## src/rtl/nasti_mem_slave_if.sv

```systemverilog
// nasti_channel: NASTI (AXI4 subset) channel bundle between a master and a
// responder.
//   AW: aw_valid/aw_ready, aw_id, aw_addr, aw_len, aw_size, aw_burst
//   W : w_valid/w_ready, w_data, w_strb, w_last
//   B : b_valid/b_ready, b_id, b_resp, b_user
//   AR: ar_valid/ar_ready, ar_id, ar_addr, ar_len, ar_size, ar_burst
//   R : r_valid/r_ready, r_id, r_data, r_resp, r_last, r_user
// The slave modport is the responder side and the master modport is the requester side.
interface nasti_channel #(
  parameter int unsigned ID_WIDTH   = 1,
  parameter int unsigned ADDR_WIDTH = 8,
  parameter int unsigned DATA_WIDTH = 8,
  parameter int unsigned USER_WIDTH = 1
);
  logic                    aw_valid;
  logic                    aw_ready;
  logic [ID_WIDTH-1:0]     aw_id;
  logic [ADDR_WIDTH-1:0]   aw_addr;
  logic [7:0]              aw_len;
  logic [2:0]              aw_size;
  logic [1:0]              aw_burst;

  logic                    w_valid;
  logic                    w_ready;
  logic [DATA_WIDTH-1:0]   w_data;
  logic [DATA_WIDTH/8-1:0] w_strb;
  logic                    w_last;

  logic                    b_valid;
  logic                    b_ready;
  logic [ID_WIDTH-1:0]     b_id;
  logic [1:0]              b_resp;
  logic [USER_WIDTH-1:0]   b_user;

  logic                    ar_valid;
  logic                    ar_ready;
  logic [ID_WIDTH-1:0]     ar_id;
  logic [ADDR_WIDTH-1:0]   ar_addr;
  logic [7:0]              ar_len;
  logic [2:0]              ar_size;
  logic [1:0]              ar_burst;

  logic                    r_valid;
  logic                    r_ready;
  logic [ID_WIDTH-1:0]     r_id;
  logic [DATA_WIDTH-1:0]   r_data;
  logic [1:0]              r_resp;
  logic                    r_last;
  logic [USER_WIDTH-1:0]   r_user;

  modport slave (
    input  aw_valid, aw_id, aw_addr, aw_len, aw_size, aw_burst,
    output aw_ready,
    input  w_valid, w_data, w_strb, w_last,
    output w_ready,
    output b_valid, b_id, b_resp, b_user,
    input  b_ready,
    input  ar_valid, ar_id, ar_addr, ar_len, ar_size, ar_burst,
    output ar_ready,
    output r_valid, r_id, r_data, r_resp, r_last, r_user,
    input  r_ready
  );

  modport master (
    output aw_valid, aw_id, aw_addr, aw_len, aw_size, aw_burst,
    input  aw_ready,
    output w_valid, w_data, w_strb, w_last,
    input  w_ready,
    input  b_valid, b_id, b_resp, b_user,
    output b_ready,
    output ar_valid, ar_id, ar_addr, ar_len, ar_size, ar_burst,
    input  ar_ready,
    input  r_valid, r_id, r_data, r_resp, r_last, r_user,
    output r_ready
  );
endinterface

```

## src/rtl/nasti_mem_slave.sv

```systemverilog
// nasti_mem_slave: terminating NASTI responder backed by an internal
// word-addressed RAM of MEM_WORDS x DATA_WIDTH.  Read and write channels run
// independent state machines.
//   clk : clock, rising edge
//   rst : synchronous reset, active-high
//   s   : nasti_channel.slave (AW/W/AR in, B/R out, AW/W/AR ready out)
// Optional feature: define NASTI_MEM_SLAVE_WRAP_EN to support WRAP bursts;
// otherwise WRAP is treated as an illegal burst type (all beats SLVERR).
module nasti_mem_slave #(
  parameter int unsigned           ID_WIDTH   = 1,
  parameter int unsigned           ADDR_WIDTH = 8,
  parameter int unsigned           DATA_WIDTH = 8,
  parameter int unsigned           USER_WIDTH = 1,
  parameter int unsigned           MEM_WORDS  = 64,
  parameter logic [ADDR_WIDTH-1:0] BASE_ADDR  = '0
) (
  input  logic         clk,
  input  logic         rst,
  nasti_channel.slave  s
);

  localparam int unsigned NB     = DATA_WIDTH / 8;
  localparam int unsigned NB_LOG = $clog2(NB);
  localparam int unsigned IDX_W  = $clog2(MEM_WORDS);
  localparam logic [ADDR_WIDTH:0] SPAN = (ADDR_WIDTH+1)'(MEM_WORDS * NB);
  localparam logic [1:0] RESP_OKAY   = 2'b00;
  localparam logic [1:0] RESP_SLVERR = 2'b10;

`ifdef NASTI_MEM_SLAVE_WRAP_EN
  localparam bit WRAP_EN = 1'b1;
`else
  localparam bit WRAP_EN = 1'b0;
`endif

  typedef enum logic [1:0] {W_IDLE, W_DATA, W_RESP} wstate_e;
  typedef enum logic       {R_IDLE, R_DATA}         rstate_e;

  // Borrow bit of the widened subtraction catches addresses below the base.
  function automatic logic in_range(input logic [ADDR_WIDTH-1:0] a);
    logic [ADDR_WIDTH:0] diff;
    diff = {1'b0, a} - {1'b0, BASE_ADDR};
    return !diff[ADDR_WIDTH] && (diff < SPAN);
  endfunction

  function automatic logic [IDX_W-1:0] word_idx(input logic [ADDR_WIDTH-1:0] a);
    return IDX_W'((a - BASE_ADDR) >> NB_LOG);
  endfunction

  function automatic logic [ADDR_WIDTH-1:0] next_addr(input logic [ADDR_WIDTH-1:0] a,
                                                      input logic [2:0] size,
                                                      input logic [7:0] len,
                                                      input logic [1:0] burst);
    logic [ADDR_WIDTH-1:0] step, mask, res;
    step = ADDR_WIDTH'(1) << size;
    mask = ((ADDR_WIDTH'(len) + ADDR_WIDTH'(1)) << size) - ADDR_WIDTH'(1);
    case (burst)
      2'd1:    res = a + step;
      2'd2:    res = (a & ~mask) | ((a + step) & mask);
      default: res = a;
    endcase
    return res;
  endfunction

  function automatic logic burst_legal(input logic [1:0] burst,
                                       input logic [7:0] len,
                                       input logic [2:0] size,
                                       input logic [ADDR_WIDTH-1:0] a);
    logic [ADDR_WIDTH-1:0] step;
    logic wrap_ok, res;
    step    = ADDR_WIDTH'(1) << size;
    wrap_ok = WRAP_EN && (len == 8'd1 || len == 8'd3 || len == 8'd7 || len == 8'd15) &&
              ((a & (step - ADDR_WIDTH'(1))) == '0);
    case (burst)
      2'd0, 2'd1: res = 1'b1;
      2'd2:       res = wrap_ok;
      default:    res = 1'b0;
    endcase
    return res;
  endfunction

  // Outputs are held quiet during reset and for one full cycle after it.
  logic [1:0] hold_q;
  logic       quiet;

  always_ff @(posedge clk) begin
    if (rst) hold_q <= 2'b11;
    else     hold_q <= {hold_q[0], 1'b0};
  end
  assign quiet = |hold_q;

  logic [DATA_WIDTH-1:0] mem [MEM_WORDS];

  // ---------------------------------------------------------------- write
  wstate_e               w_state_q, w_state_d;
  logic [ID_WIDTH-1:0]   w_id_q;
  logic [ADDR_WIDTH-1:0] w_addr_q;
  logic [7:0]            w_len_q, w_cnt_q;
  logic [2:0]            w_size_q;
  logic [1:0]            w_burst_q;
  logic                  w_ok_q, w_err_q;
  logic                  aw_hs, w_hs, b_hs, w_fin, w_beat_ok;

  assign aw_hs     = s.aw_valid && s.aw_ready;
  assign w_hs      = s.w_valid && s.w_ready;
  assign b_hs      = s.b_valid && s.b_ready;
  assign w_fin     = (w_cnt_q == w_len_q);
  assign w_beat_ok = w_ok_q && in_range(w_addr_q);

  always_ff @(posedge clk) begin
    if (rst) w_state_q <= W_IDLE;
    else     w_state_q <= w_state_d;
  end

  always_comb begin
    w_state_d = w_state_q;
    case (w_state_q)
      W_IDLE:  if (aw_hs)         w_state_d = W_DATA;
      W_DATA:  if (w_hs && w_fin) w_state_d = W_RESP;
      W_RESP:  if (b_hs)          w_state_d = W_IDLE;
      default:                    w_state_d = W_IDLE;
    endcase
  end

  always_comb begin
    s.aw_ready = (w_state_q == W_IDLE) && !quiet;
    s.w_ready  = (w_state_q == W_DATA) && !quiet;
    s.b_valid  = (w_state_q == W_RESP) && !quiet;
    s.b_id     = s.b_valid ? w_id_q : '0;
    s.b_resp   = (s.b_valid && w_err_q) ? RESP_SLVERR : RESP_OKAY;
    s.b_user   = '0;
  end

  always_ff @(posedge clk) begin
    if (rst) begin
      w_id_q    <= '0;
      w_addr_q  <= '0;
      w_len_q   <= '0;
      w_size_q  <= '0;
      w_burst_q <= '0;
      w_cnt_q   <= '0;
      w_ok_q    <= 1'b0;
      w_err_q   <= 1'b0;
    end else if (aw_hs) begin
      w_id_q    <= s.aw_id;
      w_addr_q  <= s.aw_addr;
      w_len_q   <= s.aw_len;
      w_size_q  <= s.aw_size;
      w_burst_q <= s.aw_burst;
      w_cnt_q   <= '0;
      w_ok_q    <= burst_legal(s.aw_burst, s.aw_len, s.aw_size, s.aw_addr);
      w_err_q   <= 1'b0;
    end else if (w_hs) begin
      w_addr_q <= next_addr(w_addr_q, w_size_q, w_len_q, w_burst_q);
      w_cnt_q  <= w_cnt_q + 8'd1;
      if (!w_beat_ok || (s.w_last != w_fin)) w_err_q <= 1'b1;
    end
  end

  always_ff @(posedge clk) begin
    if (!rst && w_hs && w_beat_ok) begin
      for (int unsigned b = 0; b < NB; b++) begin
        if (s.w_strb[b]) mem[word_idx(w_addr_q)][8*b +: 8] <= s.w_data[8*b +: 8];
      end
    end
  end

  // ----------------------------------------------------------------- read
  rstate_e               r_state_q, r_state_d;
  logic [ID_WIDTH-1:0]   r_id_q;
  logic [ADDR_WIDTH-1:0] r_addr_q, rd_addr;
  logic [7:0]            r_len_q, r_cnt_q;
  logic [2:0]            r_size_q;
  logic [1:0]            r_burst_q;
  logic                  r_ok_q, r_err_q;
  logic [DATA_WIDTH-1:0] r_data_q;
  logic                  ar_hs, r_hs, r_fin, rd_load, rd_ok;

  assign ar_hs   = s.ar_valid && s.ar_ready;
  assign r_hs    = s.r_valid && s.r_ready;
  assign r_fin   = (r_cnt_q == r_len_q);
  // The beat register is loaded one cycle ahead of presentation: from the AR
  // address on acceptance, then from the stepped address on each non-final
  // handshake, so beats stream back-to-back and hold steady under stall.
  assign rd_load = ar_hs || (r_hs && !r_fin);
  assign rd_addr = ar_hs ? s.ar_addr : next_addr(r_addr_q, r_size_q, r_len_q, r_burst_q);
  assign rd_ok   = (ar_hs ? burst_legal(s.ar_burst, s.ar_len, s.ar_size, s.ar_addr) : r_ok_q) &&
                   in_range(rd_addr);

  always_ff @(posedge clk) begin
    if (rst) r_state_q <= R_IDLE;
    else     r_state_q <= r_state_d;
  end

  always_comb begin
    r_state_d = r_state_q;
    case (r_state_q)
      R_IDLE:  if (ar_hs)         r_state_d = R_DATA;
      R_DATA:  if (r_hs && r_fin) r_state_d = R_IDLE;
      default:                    r_state_d = R_IDLE;
    endcase
  end

  always_comb begin
    s.ar_ready = (r_state_q == R_IDLE) && !quiet;
    s.r_valid  = (r_state_q == R_DATA) && !quiet;
    s.r_id     = s.r_valid ? r_id_q : '0;
    s.r_last   = s.r_valid && r_fin;
    s.r_resp   = (s.r_valid && r_err_q) ? RESP_SLVERR : RESP_OKAY;
    s.r_data   = r_data_q;
    s.r_user   = '0;
  end

  always_ff @(posedge clk) begin
    if (rst) begin
      r_id_q    <= '0;
      r_addr_q  <= '0;
      r_len_q   <= '0;
      r_size_q  <= '0;
      r_burst_q <= '0;
      r_cnt_q   <= '0;
      r_ok_q    <= 1'b0;
      r_err_q   <= 1'b0;
      r_data_q  <= '0;
    end else begin
      if (ar_hs) begin
        r_id_q    <= s.ar_id;
        r_len_q   <= s.ar_len;
        r_size_q  <= s.ar_size;
        r_burst_q <= s.ar_burst;
        r_cnt_q   <= '0;
        r_ok_q    <= burst_legal(s.ar_burst, s.ar_len, s.ar_size, s.ar_addr);
      end else if (r_hs && !r_fin) begin
        r_cnt_q <= r_cnt_q + 8'd1;
      end
      if (rd_load) begin
        r_addr_q <= rd_addr;
        r_err_q  <= !rd_ok;
        r_data_q <= rd_ok ? mem[word_idx(rd_addr)] : '0;
      end
    end
  end

endmodule

```

## src/flat_wrapper.sv

```systemverilog
// flat-port wrapper written by rule: the top's interface ports become plain ports
module nasti_mem_slave_flat 
#(
  parameter int unsigned           ID_WIDTH   = 1,
  parameter int unsigned           ADDR_WIDTH = 8,
  parameter int unsigned           DATA_WIDTH = 8,
  parameter int unsigned           USER_WIDTH = 1,
  parameter int unsigned           MEM_WORDS  = 64,
  parameter logic [ADDR_WIDTH-1:0] BASE_ADDR  = '0
)
  (clk, rst, s_aw_valid, s_aw_id, s_aw_addr, s_aw_len, s_aw_size, s_aw_burst, s_aw_ready, s_w_valid, s_w_data, s_w_strb, s_w_last, s_w_ready, s_b_valid, s_b_id, s_b_resp, s_b_user, s_b_ready, s_ar_valid, s_ar_id, s_ar_addr, s_ar_len, s_ar_size, s_ar_burst, s_ar_ready, s_r_valid, s_r_id, s_r_data, s_r_resp, s_r_last, s_r_user, s_r_ready);
  nasti_channel #(.ID_WIDTH(ID_WIDTH), .ADDR_WIDTH(ADDR_WIDTH), .DATA_WIDTH(DATA_WIDTH), .USER_WIDTH(USER_WIDTH)) s_i ();
  input  logic clk;
  input  logic rst;
  input wire logic [$bits(s_i.aw_valid)-1:0] s_aw_valid;
  input wire logic [$bits(s_i.aw_id)-1:0] s_aw_id;
  input wire logic [$bits(s_i.aw_addr)-1:0] s_aw_addr;
  input wire logic [$bits(s_i.aw_len)-1:0] s_aw_len;
  input wire logic [$bits(s_i.aw_size)-1:0] s_aw_size;
  input wire logic [$bits(s_i.aw_burst)-1:0] s_aw_burst;
  output wire logic [$bits(s_i.aw_ready)-1:0] s_aw_ready;
  input wire logic [$bits(s_i.w_valid)-1:0] s_w_valid;
  input wire logic [$bits(s_i.w_data)-1:0] s_w_data;
  input wire logic [$bits(s_i.w_strb)-1:0] s_w_strb;
  input wire logic [$bits(s_i.w_last)-1:0] s_w_last;
  output wire logic [$bits(s_i.w_ready)-1:0] s_w_ready;
  output wire logic [$bits(s_i.b_valid)-1:0] s_b_valid;
  output wire logic [$bits(s_i.b_id)-1:0] s_b_id;
  output wire logic [$bits(s_i.b_resp)-1:0] s_b_resp;
  output wire logic [$bits(s_i.b_user)-1:0] s_b_user;
  input wire logic [$bits(s_i.b_ready)-1:0] s_b_ready;
  input wire logic [$bits(s_i.ar_valid)-1:0] s_ar_valid;
  input wire logic [$bits(s_i.ar_id)-1:0] s_ar_id;
  input wire logic [$bits(s_i.ar_addr)-1:0] s_ar_addr;
  input wire logic [$bits(s_i.ar_len)-1:0] s_ar_len;
  input wire logic [$bits(s_i.ar_size)-1:0] s_ar_size;
  input wire logic [$bits(s_i.ar_burst)-1:0] s_ar_burst;
  output wire logic [$bits(s_i.ar_ready)-1:0] s_ar_ready;
  output wire logic [$bits(s_i.r_valid)-1:0] s_r_valid;
  output wire logic [$bits(s_i.r_id)-1:0] s_r_id;
  output wire logic [$bits(s_i.r_data)-1:0] s_r_data;
  output wire logic [$bits(s_i.r_resp)-1:0] s_r_resp;
  output wire logic [$bits(s_i.r_last)-1:0] s_r_last;
  output wire logic [$bits(s_i.r_user)-1:0] s_r_user;
  input wire logic [$bits(s_i.r_ready)-1:0] s_r_ready;
  assign s_i.aw_valid = s_aw_valid;
  assign s_i.aw_id = s_aw_id;
  assign s_i.aw_addr = s_aw_addr;
  assign s_i.aw_len = s_aw_len;
  assign s_i.aw_size = s_aw_size;
  assign s_i.aw_burst = s_aw_burst;
  assign s_aw_ready = s_i.aw_ready;
  assign s_i.w_valid = s_w_valid;
  assign s_i.w_data = s_w_data;
  assign s_i.w_strb = s_w_strb;
  assign s_i.w_last = s_w_last;
  assign s_w_ready = s_i.w_ready;
  assign s_b_valid = s_i.b_valid;
  assign s_b_id = s_i.b_id;
  assign s_b_resp = s_i.b_resp;
  assign s_b_user = s_i.b_user;
  assign s_i.b_ready = s_b_ready;
  assign s_i.ar_valid = s_ar_valid;
  assign s_i.ar_id = s_ar_id;
  assign s_i.ar_addr = s_ar_addr;
  assign s_i.ar_len = s_ar_len;
  assign s_i.ar_size = s_ar_size;
  assign s_i.ar_burst = s_ar_burst;
  assign s_ar_ready = s_i.ar_ready;
  assign s_r_valid = s_i.r_valid;
  assign s_r_id = s_i.r_id;
  assign s_r_data = s_i.r_data;
  assign s_r_resp = s_i.r_resp;
  assign s_r_last = s_i.r_last;
  assign s_r_user = s_i.r_user;
  assign s_i.r_ready = s_r_ready;
  nasti_mem_slave #(.ID_WIDTH(ID_WIDTH), .ADDR_WIDTH(ADDR_WIDTH), .DATA_WIDTH(DATA_WIDTH), .USER_WIDTH(USER_WIDTH), .MEM_WORDS(MEM_WORDS), .BASE_ADDR(BASE_ADDR)) u_core (.clk(clk), .rst(rst), .s(s_i));
endmodule
```

## config.mk

```make
export PLATFORM = sky130hd
export DESIGN_NAME = nasti_mem_slave_flat
export DESIGN_NICKNAME = d
export VERILOG_FILES = /design/src/rtl/nasti_mem_slave_if.sv /design/src/rtl/nasti_mem_slave.sv /design/src/flat_wrapper.sv
export SDC_FILE = /design/constraint.sdc
export NUM_CORES = 1
export LEC_CHECK = 0
export ABC_AREA = 1
export BUFFER_PORTS_ARGS = -buffer_cell sky130_fd_sc_hd__buf_2
export CELL_PAD_IN_SITES_DETAIL_PLACEMENT = 1
export CELL_PAD_IN_SITES_GLOBAL_PLACEMENT = 1
export CORE_MARGIN = 2
export CORE_UTILIZATION = 49
export CTS_CLUSTER_SIZE = 16
export DETAILED_ROUTE_END_ITERATION = 12
export PLACE_DENSITY = 0.82
export SETUP_SLACK_MARGIN = 0.02
export SLEW_MARGIN = 20
export SYNTH_ARGS = -nofsm -noshare
export SYNTH_HDL_FRONTEND = slang
export SYNTH_SLANG_ARGS = --single-unit
export TNS_END_PERCENT = 100
```

## constraint.sdc

```tcl
create_clock -name clk -period 3.3 [get_ports clk]
set_clock_uncertainty 0.2 [all_clocks]
set_input_delay 0.165 -clock clk [delete_from_list [all_inputs] [get_ports clk]]
set_output_delay 0.165 -clock clk [all_outputs]
set_load 0.01 [all_outputs]
```

Word level (Yosys, flattened, before mapping)
Memory sizes are Yosys's and may differ from the RTL's.
Cells that the tools add are included.

cells by class
  reductions and logical operators = 40
  bitwise gates (word level) = 9
  $lt $le $gt $ge = 2
  add/subtract/negate cells = 8
  shift operators = 4
  equality and inequality tests = 14
  mux-type cells = 24

operator list
  cell                   number
  $add A8 B1 Y8 const B  4
  $and A8 B8 Y8          4
  $mux W8                4
  $pmux W8 S2            2
  $logic_and A1 B1 Y1    20
  $add A8 B8 Y8          2
  $eq A8 B8 Y1           2
  $lt A8 B7 Y1 const B   2
  $not A8 Y8             2
  $or A8 B8 Y8           2
  $shl A1 B3 Y8 const A  2
  $shl A8 B3 Y8          2
  $sub A8 B1 Y8 const B  2
  $mux W1                11
  $eq A2 B1 Y1 const B   5
  $mux W2                5
  $reduce_or A2 Y1       5
  $eq A2 B2 Y1 const B   3
  $logic_not A2 Y1       3
  $ne A2 B1 Y1 const B   3
  $pmux W2 S3            1
  $logic_not A1 Y1       5
  $reduce_and A2 Y1      2
  $reduce_and A3 Y1      1
  6 further kinds        7

word-level totals
  memories = 1
  memory bits (writable) = 512
  input bits = 61
  flip-flop bits (word level) = 77
  word-level logic and storage cells = 123
  output and inout port bits = 22

memories
  name        depth  width  rd ports  clocked after memory_dff  write ports  RTL line               text
  u_core.mem  64     8      1         0                         1            nasti_mem_slave.sv:91  logic [DATA_WIDTH-1:0] mem [MEM_WORDS];

Longest topological paths before layout
Gate-level depths: netlist of the first run.

  depth in word-level cells = 11
  depth in mapped cells = 24
  depth with buffers taken out = 23

Least setup slack after synthesis of the first run
No wires, ideal clock.

  path kind = register to register
  start = reg u_core.r_size_q[0]
  end = reg u_core.r_data_q[0], in the netlist u_core.s.r_data[0]
  library setup time = 0.132 ns
  arrival = 2.750 ns
  stages on the path, launching flop included = 24
  data required time = 2.968 ns
  slack = 0.218 ns
  path through = dfxtp_1 buf_6 nor2_4 inv_1 nor2_1 ha_1 inv_1 fa_1 nor2_1 nand2_1 o211ai_1 o21ai_1 inv_1 buf_2 clkbuf_1 nand3_1 nand2_1 nand3_1 nand2_1 nand2_1 nand3_1 nand3_1 nand3_1 a21oi_1

on the way
  longest elaborated chain between the ends = 10

ends and longest elaborated chain
  item                                                    RTL line                text
  start: declaration                                      nasti_mem_slave.sv:172  logic [2:0] r_size_q;
  start signal: assignment                                nasti_mem_slave.sv:228  r_size_q <= s.ar_size;
  $shl A8 B3 Y8                                           nasti_mem_slave.sv:55   mask = ((ADDR_WIDTH'(len) + ADDR_WIDTH'(1)) << size) - ADDR_WIDTH'(1);
  $sub A8 B1 Y8                                           nasti_mem_slave.sv:55
  $not A8 Y8                                              nasti_mem_slave.sv:58   2'd2: res = (a & ~mask) | ((a + step) & mask);
  $and A8 B8 Y8                                           nasti_mem_slave.sv:58
  $or A8 B8 Y8                                            nasti_mem_slave.sv:58
  $pmux W8 S2 *                                           nasti_mem_slave.sv:56   case (burst)
  $mux W8 *                                               nasti_mem_slave.sv:185  assign rd_addr = ar_hs ? s.ar_addr : next_addr(r_addr_q, r_size_q, r_len_q, r_burst_q);
  branches (longest 2 deep; another with $mem_v2 Z64 W8)  --
  $mux W8 *                                               nasti_mem_slave.sv:238  r_data_q <= rd_ok ? mem[word_idx(rd_addr)] : '0;
  end signal: assignment                                  nasti_mem_slave.sv:238
  end: declaration                                        nasti_mem_slave.sv:175  logic [DATA_WIDTH-1:0] r_data_q;

Every way passes the cells marked *.
A chain may end at the register's enable or synchronous reset.

Worst setup path in the final report of the first run
  start = reg u_core.r_size_q[1]
  end = reg u_core.r_data_q[3], in the netlist u_core.s.r_data[3]

Same word-level chain as after synthesis.

==> results of run 1 <==
## cell usage after synthesis, drive strengths merged, types with 5 or more instances
cell type  instances  share of area
dfxtp             77          0.057
a21oi             83          0.016
nand2            864           0.12
inv              217          0.030
nand4             26         0.0060
ha                23          0.011
buf              101          0.024
or2                8         0.0018
xor2              17         0.0055
nor3              18         0.0033
clkbuf            49         0.0068
nand3            405          0.076
xnor2              8         0.0026
a211oi             5         0.0014
nand3b            30         0.0083
nor2             129          0.019
o21ai             99          0.018
edfxtp           512           0.57
o211ai            65          0.018
## logic make-up after synthesis
family / after synthesis
AO/OA/AOI/OAI: 266
XOR/XNOR: 25
adder cells (fa/ha/maj): 25
buffers and inverters: 370
flip-flops: 589
multiplexers: 1
other: 1
AND/OR/NAND/NOR: 1485
## routing by layer
metal | share of wire | GRT usage | routed length (µm)
met5 | 0.00044 | 0 | 47
met4 | 0.066 | 0.211 | 7100
met3 | 0.096 | 0.0816 | 10400
met2 | 0.48 | 0.595 | 51900
met1 | 0.35 | 0.420 | 38000
## worst min-delay path, delay by kind of cell
kind | cells | cell delay (ns)
and+or+nand+nor | 2 | 0.16
AOI/OAI and AO/OA | 2 | 0.24
buffers and inverters | 3 | 0.29
## area by class of cell
class | instances | area (µm²)
Multi-Input combinational cell | 1806 | 9080
Timing Repair inverter | 1 | 8.76
Clock buffer | 79 | 1610
Clock inverter | 32 | 328
Timing Repair Buffer | 363 | 3370
Inverter | 220 | 837
Fill cell | 5915 | 21800
Tap cell | 704 | 881
Antenna cell | 5 | 12.5
Sequential cell | 589 | 16900
## worst max-delay path by stage
stage	from	depth (start not counted)	end
after floorplan	u_core.r_size_q[0]	23	u_core.s.r_data[0]
after global placement	u_core.r_size_q[0]	22	u_core.s.r_data[2]
after detailed placement	u_core.r_size_q[0]	22	u_core.s.r_data[7]
after CTS	u_core.r_size_q[0]	23	u_core.s.r_data[0]
after global routing	u_core.r_size_q[1]	20	u_core.s.r_data[3]
final	u_core.r_size_q[1]	20	u_core.s.r_data[3]
## flip-flops by register name (all words and copies together) (netlist names), named ones only
signal,count
u_core.r_burst_q,2
u_core.r_id_q,1
u_core.w_ok_q,1
u_core.w_state_q,2
u_core.w_id_q,1
u_core.r_addr_q,8
u_core.w_len_q,8
u_core.w_err_q,1
u_core.mem,512
u_core.r_len_q,8
u_core.r_err_q,1
u_core.w_burst_q,2
u_core.r_size_q,3
u_core.r_ok_q,1
u_core.w_cnt_q,8
u_core.r_cnt_q,8
u_core.w_size_q,3
u_core.hold_q,2
u_core.r_state_q,1
u_core.s.r_data,8
## through the flow
step | cell area, µm² | hold slack, ns | total power [mW] | worst slack [ns] | cells
5_1_grt | 33100 | 0.0374 | 17.6 | -0.650 | 3795
3_5_place_dp | 29200 | 0.176 | 9.88 | -0.394 | 3578
2_1_floorplan | 27100 | -0.00728 | 9.20 | 0.218 | 2765
4_1_cts | 32500 | 0.000523 | 16.9 | -0.148 | 3780
3_3_place_gp | 29200 | 0.158 | 9.81 | -0.259 | 3578
6_report | 33100 | 0.0151 | 17.3 | -0.678 | 3799
## where the power goes
group / internal, mW / total, mW / switching, mW
clock network: 3.91 / 7.11 / 3.21
logic: 0.676 / 2.06 / 1.38
registers: 8.10 / 8.13 / 0.0345
## timing repair
item,4_1_cts,5_1_grt
cloned,5,3
hold buffers,66,2
gates resized for setup,84,98
pin swaps,24,40
endpoints found under the setup margin,9,16
setup buffers,20,9
endpoints found under the hold margin,169,88
==> impl_metrics.tcl, run 1 <==
set metrics [dict create \
    drt-wirelength-per-cell_um 28.3 \
    die_y_um 239 \
    drt_wl_total_um 107000 \
    first_pass_iters 5 \
    synth-edff-count 512 \
    yosys.area_share.simple 0.235 \
    start_util 0.494 \
    cp.required_ns 3.63 \
    crit_path_frequent_cell "nand3_2" \
    arrival_ns 4.31 \
    final-setup-viol-count 9 \
    worstHoldStart "s_ar_addr[5]" \
    dr.first_iter.drc_count 2822 \
    drive_above_1_share 0.172 \
    syn_inst 2762 \
    grt_usage 0.356 \
    final_core_util 0.602 \
    ys_warn_count 0 \
    synth_top_family_by_area "simple AND/OR/NAND/NOR gates" \
    cpLargestDelayFamily "simple AND/OR/NAND/NOR gates" \
    path_cells "nor2_4, inv_2, nor2_4, ha_4, inv_2, fa_1, nor2_1, nand2_1, o211ai_1, o21ai_4, buf_4, buf_6, o211ai_1, nand2_1, o21ai_2, nand2_2, nand3_2, nand3_2, nand3_2, a21oi_2" \
    fmax_ghz 0.251 \
    min_period_over_period 1.21 \
    layout_commonest_cell "nand2_1" \
    grt_max_degree 64 \
    final_cell_mix "nand2_1, edfxtp_1, nand3_1, inv_1, buf_4" \
    async_flop_share 0 \
    synth_compound_area_frac 0.0579 \
    min_period_ns 3.98 \
    maxSlewHeadroom 0.254 \
    r2r_cells 20 \
    dieArea_mm2 0.0572 \
    dp_hpwl_um 58500 \
    portBuffers 78 \
    clock-root-buffer "clkbuf_16" \
    core_area_mm2 0.0549 \
    min_path_cells 7 \
    cts_max_level 2 \
    cts_tree "built" \
    grt-ovfl-total 0 \
    io_pins 83 \
    cts-buffers-inserted 60 \
    first_global_vias 25100 \
    slew_violations 0 \
    ir_drop_mv 0.502 \
    syn_area_mm2 0.0271 \
    syn2layout_area_growth_pct 22.0 \
    cp_slowest_cell "fa_1" \
    reg2reg_from "u_core.r_size_q[1]" \
    ys_seq_elements 589 \
    path_class "flop to flop" \
    worst_pin_slew_ns 1.12 \
    ys_types 48 \
    num_vias 24100 \
    p_leak_nw 13.2 \
    vias_per_cell 6.34 \
    cts.clk_slew.worst_paths_ns 0.07 \
    dieWidth_um 239 \
    synthMuxAreaShare 0.000369 \
    clockBufferDepth 3 \
    antenna_found_initial 5 \
    r2r_slack_ns -0.68 \
    final_nets 3127 \
    worstHoldEndpoint "u_core.r_addr_q[5]" \
    grt_pass1_wl_um 152000 \
    rr_endpoint "u_core.s.r_data[3]" \
    startpoint_type "flop" \
    gp_congestion 0.893 \
    setup_slack_ns -0.678 \
    cpPeakStageDelay_ns 0.44 \
    clock-sinks 589 \
    finalHoldViolCount 0 \
    rows 86 \
    status "complete, but fails checks" \
    critPathBufInv 4 \
    avgSynthCellArea_um2 9.81 \
    cap_violations 0 \
    synthAdderAreaFrac 0.0121 \
    crit_path_max_fanout 21 \
    power_density_mw_per_mm2 523 \
    violations "negative setup slack" \
    fin_tns_setup_ns -3.76 \
    grt_setup_unrepaired "true" \
    endpoint_kind "flop" \
    synth-xor-area-share 0.00808 \
    ys.flop_type "edfxtp_1" \
    seq_area_frac_synth 0.624 \
    hold_path.class "primary input to flop" \
    drtAntennaViolNets 0 \
    drc 0 \
    worstSkewPairLatency_ns 0.67 \
]
Power figures use the tool's default switching activity.
==> run 2: changes to the inputs <==
- CORE_ASPECT_RATIO: unset -> 0.6
- CORE_UTILIZATION: 49 -> 36
- CTS_BUF_LIST: unset -> sky130_fd_sc_hd__clkbuf_2 sky130_fd_sc_hd__clkbuf_4 sky130_fd_sc_hd__clkbuf_8
- PLACE_DENSITY: 0.82 -> 0.64
==> run 2 against run 1 <==
  * The run ends with negative hold slack, negative setup slack left
  * Power decreased by 5.3%
  * Critical path depth increased by 2
  * Final cell count increased by 9.3%
  * Utilization decreased by 15 points
  * Critical path type unchanged
  * Highest routed layer is now met4
==> impl_metrics.tcl, run 2 (synthesis gave the netlist of run 1 again) <==
set metrics [dict create \
    rows 77 \
    drt-wirelength-per-cell_um 23.4 \
    crit_path_max_fanout 12 \
    ir_drop_mv 0.339 \
    grt_setup_unrepaired "true" \
    grt_max_degree 93 \
    clock-sinks 589 \
    cts_tree "built" \
    fillCellCount 8283 \
    area.sequential_mm2 0.0169 \
    worstHoldStart "rst" \
    hold_ws_ns -0.319 \
    path_cells "nor2_4, inv_2, nor2_2, ha_2, inv_2, fa_2, nor2_2, nand2_1, o211ai_1, o21ai_4, inv_4, buf_12, buf_12, nand3_1, nand2_1, nand2_1, o21ai_2, nand2_1, nand3_1, nand3_1, nand3_1, a21oi_1" \
    clock-root-buffer "clkbuf_8" \
    vias_per_cell 5.36 \
    final_cell_mix "nand2_1, edfxtp_1, nand3_1, inv_1, buf_4" \
    cts.clk_slew.worst_paths_ns 0.07 \
    final_nets 3185 \
    cp-startpoint "u_core.r_size_q[0]" \
    drtAntennaViolNets 0 \
    portBuffers 78 \
    cpPeakStageDelay_ns 0.44 \
    power_density_mw_per_mm2 489 \
    arrival_ns 3.98 \
    cpLargestDelayFamily "simple AND/OR/NAND/NOR gates" \
    setup_slack_ns -0.296 \
    finalHoldViolCount 12 \
    rr_endpoint "u_core.s.r_data[3]" \
    final-setup-viol-count 8 \
    dieWidth_um 358 \
    r2r_cells 22 \
    worstHoldEndpoint "u_core.hold_q[0]" \
    fmax_ghz 0.278 \
    status "complete, but fails checks" \
    min_path_cells 1 \
    first_global_vias 22500 \
    critPathBufInv 5 \
    top_register "u_core.mem" \
    r2r_slack_ns -0.30 \
    min_period_over_period 1.09 \
    dp_hpwl_um 61800 \
    worstSkewPairLatency_ns 0.71 \
    p_leak_nw 13.4 \
    grt_pass1_wl_um 145000 \
    antenna_found_initial 5 \
    cp.required_ns 3.68 \
    worst_pin_slew_ns 1.01 \
    gp_congestion 0.917 \
    io_pins 83 \
    start_util 0.366 \
    cap_violations 0 \
    endpoint_kind "flop" \
    min_period_ns 3.60 \
    grt-ovfl-total 0 \
    cts-buffers-inserted 91 \
    dr.first_iter.drc_count 2579 \
    hold_path.class "primary input to flop" \
    reg2reg_from "u_core.r_size_q[0]" \
    num_vias 22200 \
    syn2layout_area_growth_pct 23.7 \
    clockBufferDepth 3 \
    core_area_mm2 0.0741 \
    cts_hold_buf 70 \
    largest_reg_flops 512 \
    startpoint_type "flop" \
    multi_input_area_mm2 0.00901 \
    slew_violations 0 \
    drt_wl_total_um 97200 \
    maxSlewHeadroom 0.324 \
    path_class "flop to flop" \
    cp_slowest_cell "fa_2" \
    antenna_cells 0 \
    drc 0 \
    grt_usage 0.250 \
    die_y_um 216 \
    cts_max_level 3 \
    drive_above_1_share 0.193 \
    final_core_util 0.452 \
    violations "negative hold slack, negative setup slack" \
    first_pass_iters 6 \
    dieArea_mm2 0.0775 \
    layout_commonest_cell "nand2_1" \
    power_mw 16.4 \
]
==> run 2: power by group <==
group / leakage (nW) / switching [mW] / internal (mW)
combinational: 7.25 / 1.33 / 0.734
clock: 0.924 / 3.01 / 3.18
sequential: 5.22 / 0.0305 / 8.10
==> run 2: final cells by class <==
class | instances | share of cell area
Sequential cell | 589 | 0.505
Multi-Input combinational cell | 1806 | 0.269
Timing Repair Buffer | 391 | 0.112
Clock buffer | 127 | 0.0464
Tap cell | 987 | 0.0369
Inverter | 220 | 0.0248
Clock inverter | 31 | 0.00553
==> run 2: worst register-to-register path, delay by kind of cell (launching register included) <==
kind / cells / cell delay (ns)
DFF: 1 / 0.37
and+or+nand+nor: 11 / 1.17
AOI/OAI and AO/OA: 4 / 0.53
adders and majority gates: 2 / 0.63
buffers and inverters: 5 / 0.59
==> run 2: worst max path at each step <==
| stage | end | slack (ns) | cells past startpoint |
|---|---|---|---|
| floorplan | u_core.s.r_data[0] | 0.22 | 23 |
| global placement | u_core.s.r_data[0] | -0.48 | 21 |
| detailed placement | u_core.s.r_data[0] | -0.53 | 21 |
| CTS | u_core.s.r_data[0] | -0.18 | 23 |
| global route | u_core.s.r_data[3] | -0.44 | 22 |
| finish | u_core.s.r_data[3] | -0.30 | 22 |
==> run 2: per-stage QoR <==
step | instance area, µm² | hold slack, ns | worst slack [ns] | std cells | setup TNS (ns)
CTS | 33200 | -0.366 | -0.178 | 4145 | -1.19
floorplan | 27100 | -0.00728 | 0.218 | 2765 | 0
global placement | 29800 | 0.163 | -0.480 | 3880 | -3.37
finish | 33500 | -0.319 | -0.296 | 4151 | -1.80
detailed placement | 29800 | 0.172 | -0.531 | 3880 | -3.79
global route | 33500 | -0.335 | -0.444 | 4151 | -2.88
==> run 2: repair_timing <==
| item | CTS | global route |
|---|---|---|
| pin swaps | 76 | 26 |
| gates resized for setup | 112 | 63 |
| hold endpoints to repair | 211 | 12 |
| setup buffers | 27 | 5 |
| cloned | 10 | 2 |
| setup endpoints to repair | 11 | 13 |
==> run 2: per-layer routing <==
metal  share of wire  up-vias  wire, µm  global-route usage
li1                -    10100         -                   -
met1            0.49    11200     47500               0.391
met2            0.41      800     40000               0.350
met3           0.083      126      8080              0.0536
met4           0.017        0      1650              0.0529
met5               0        -         0                   0
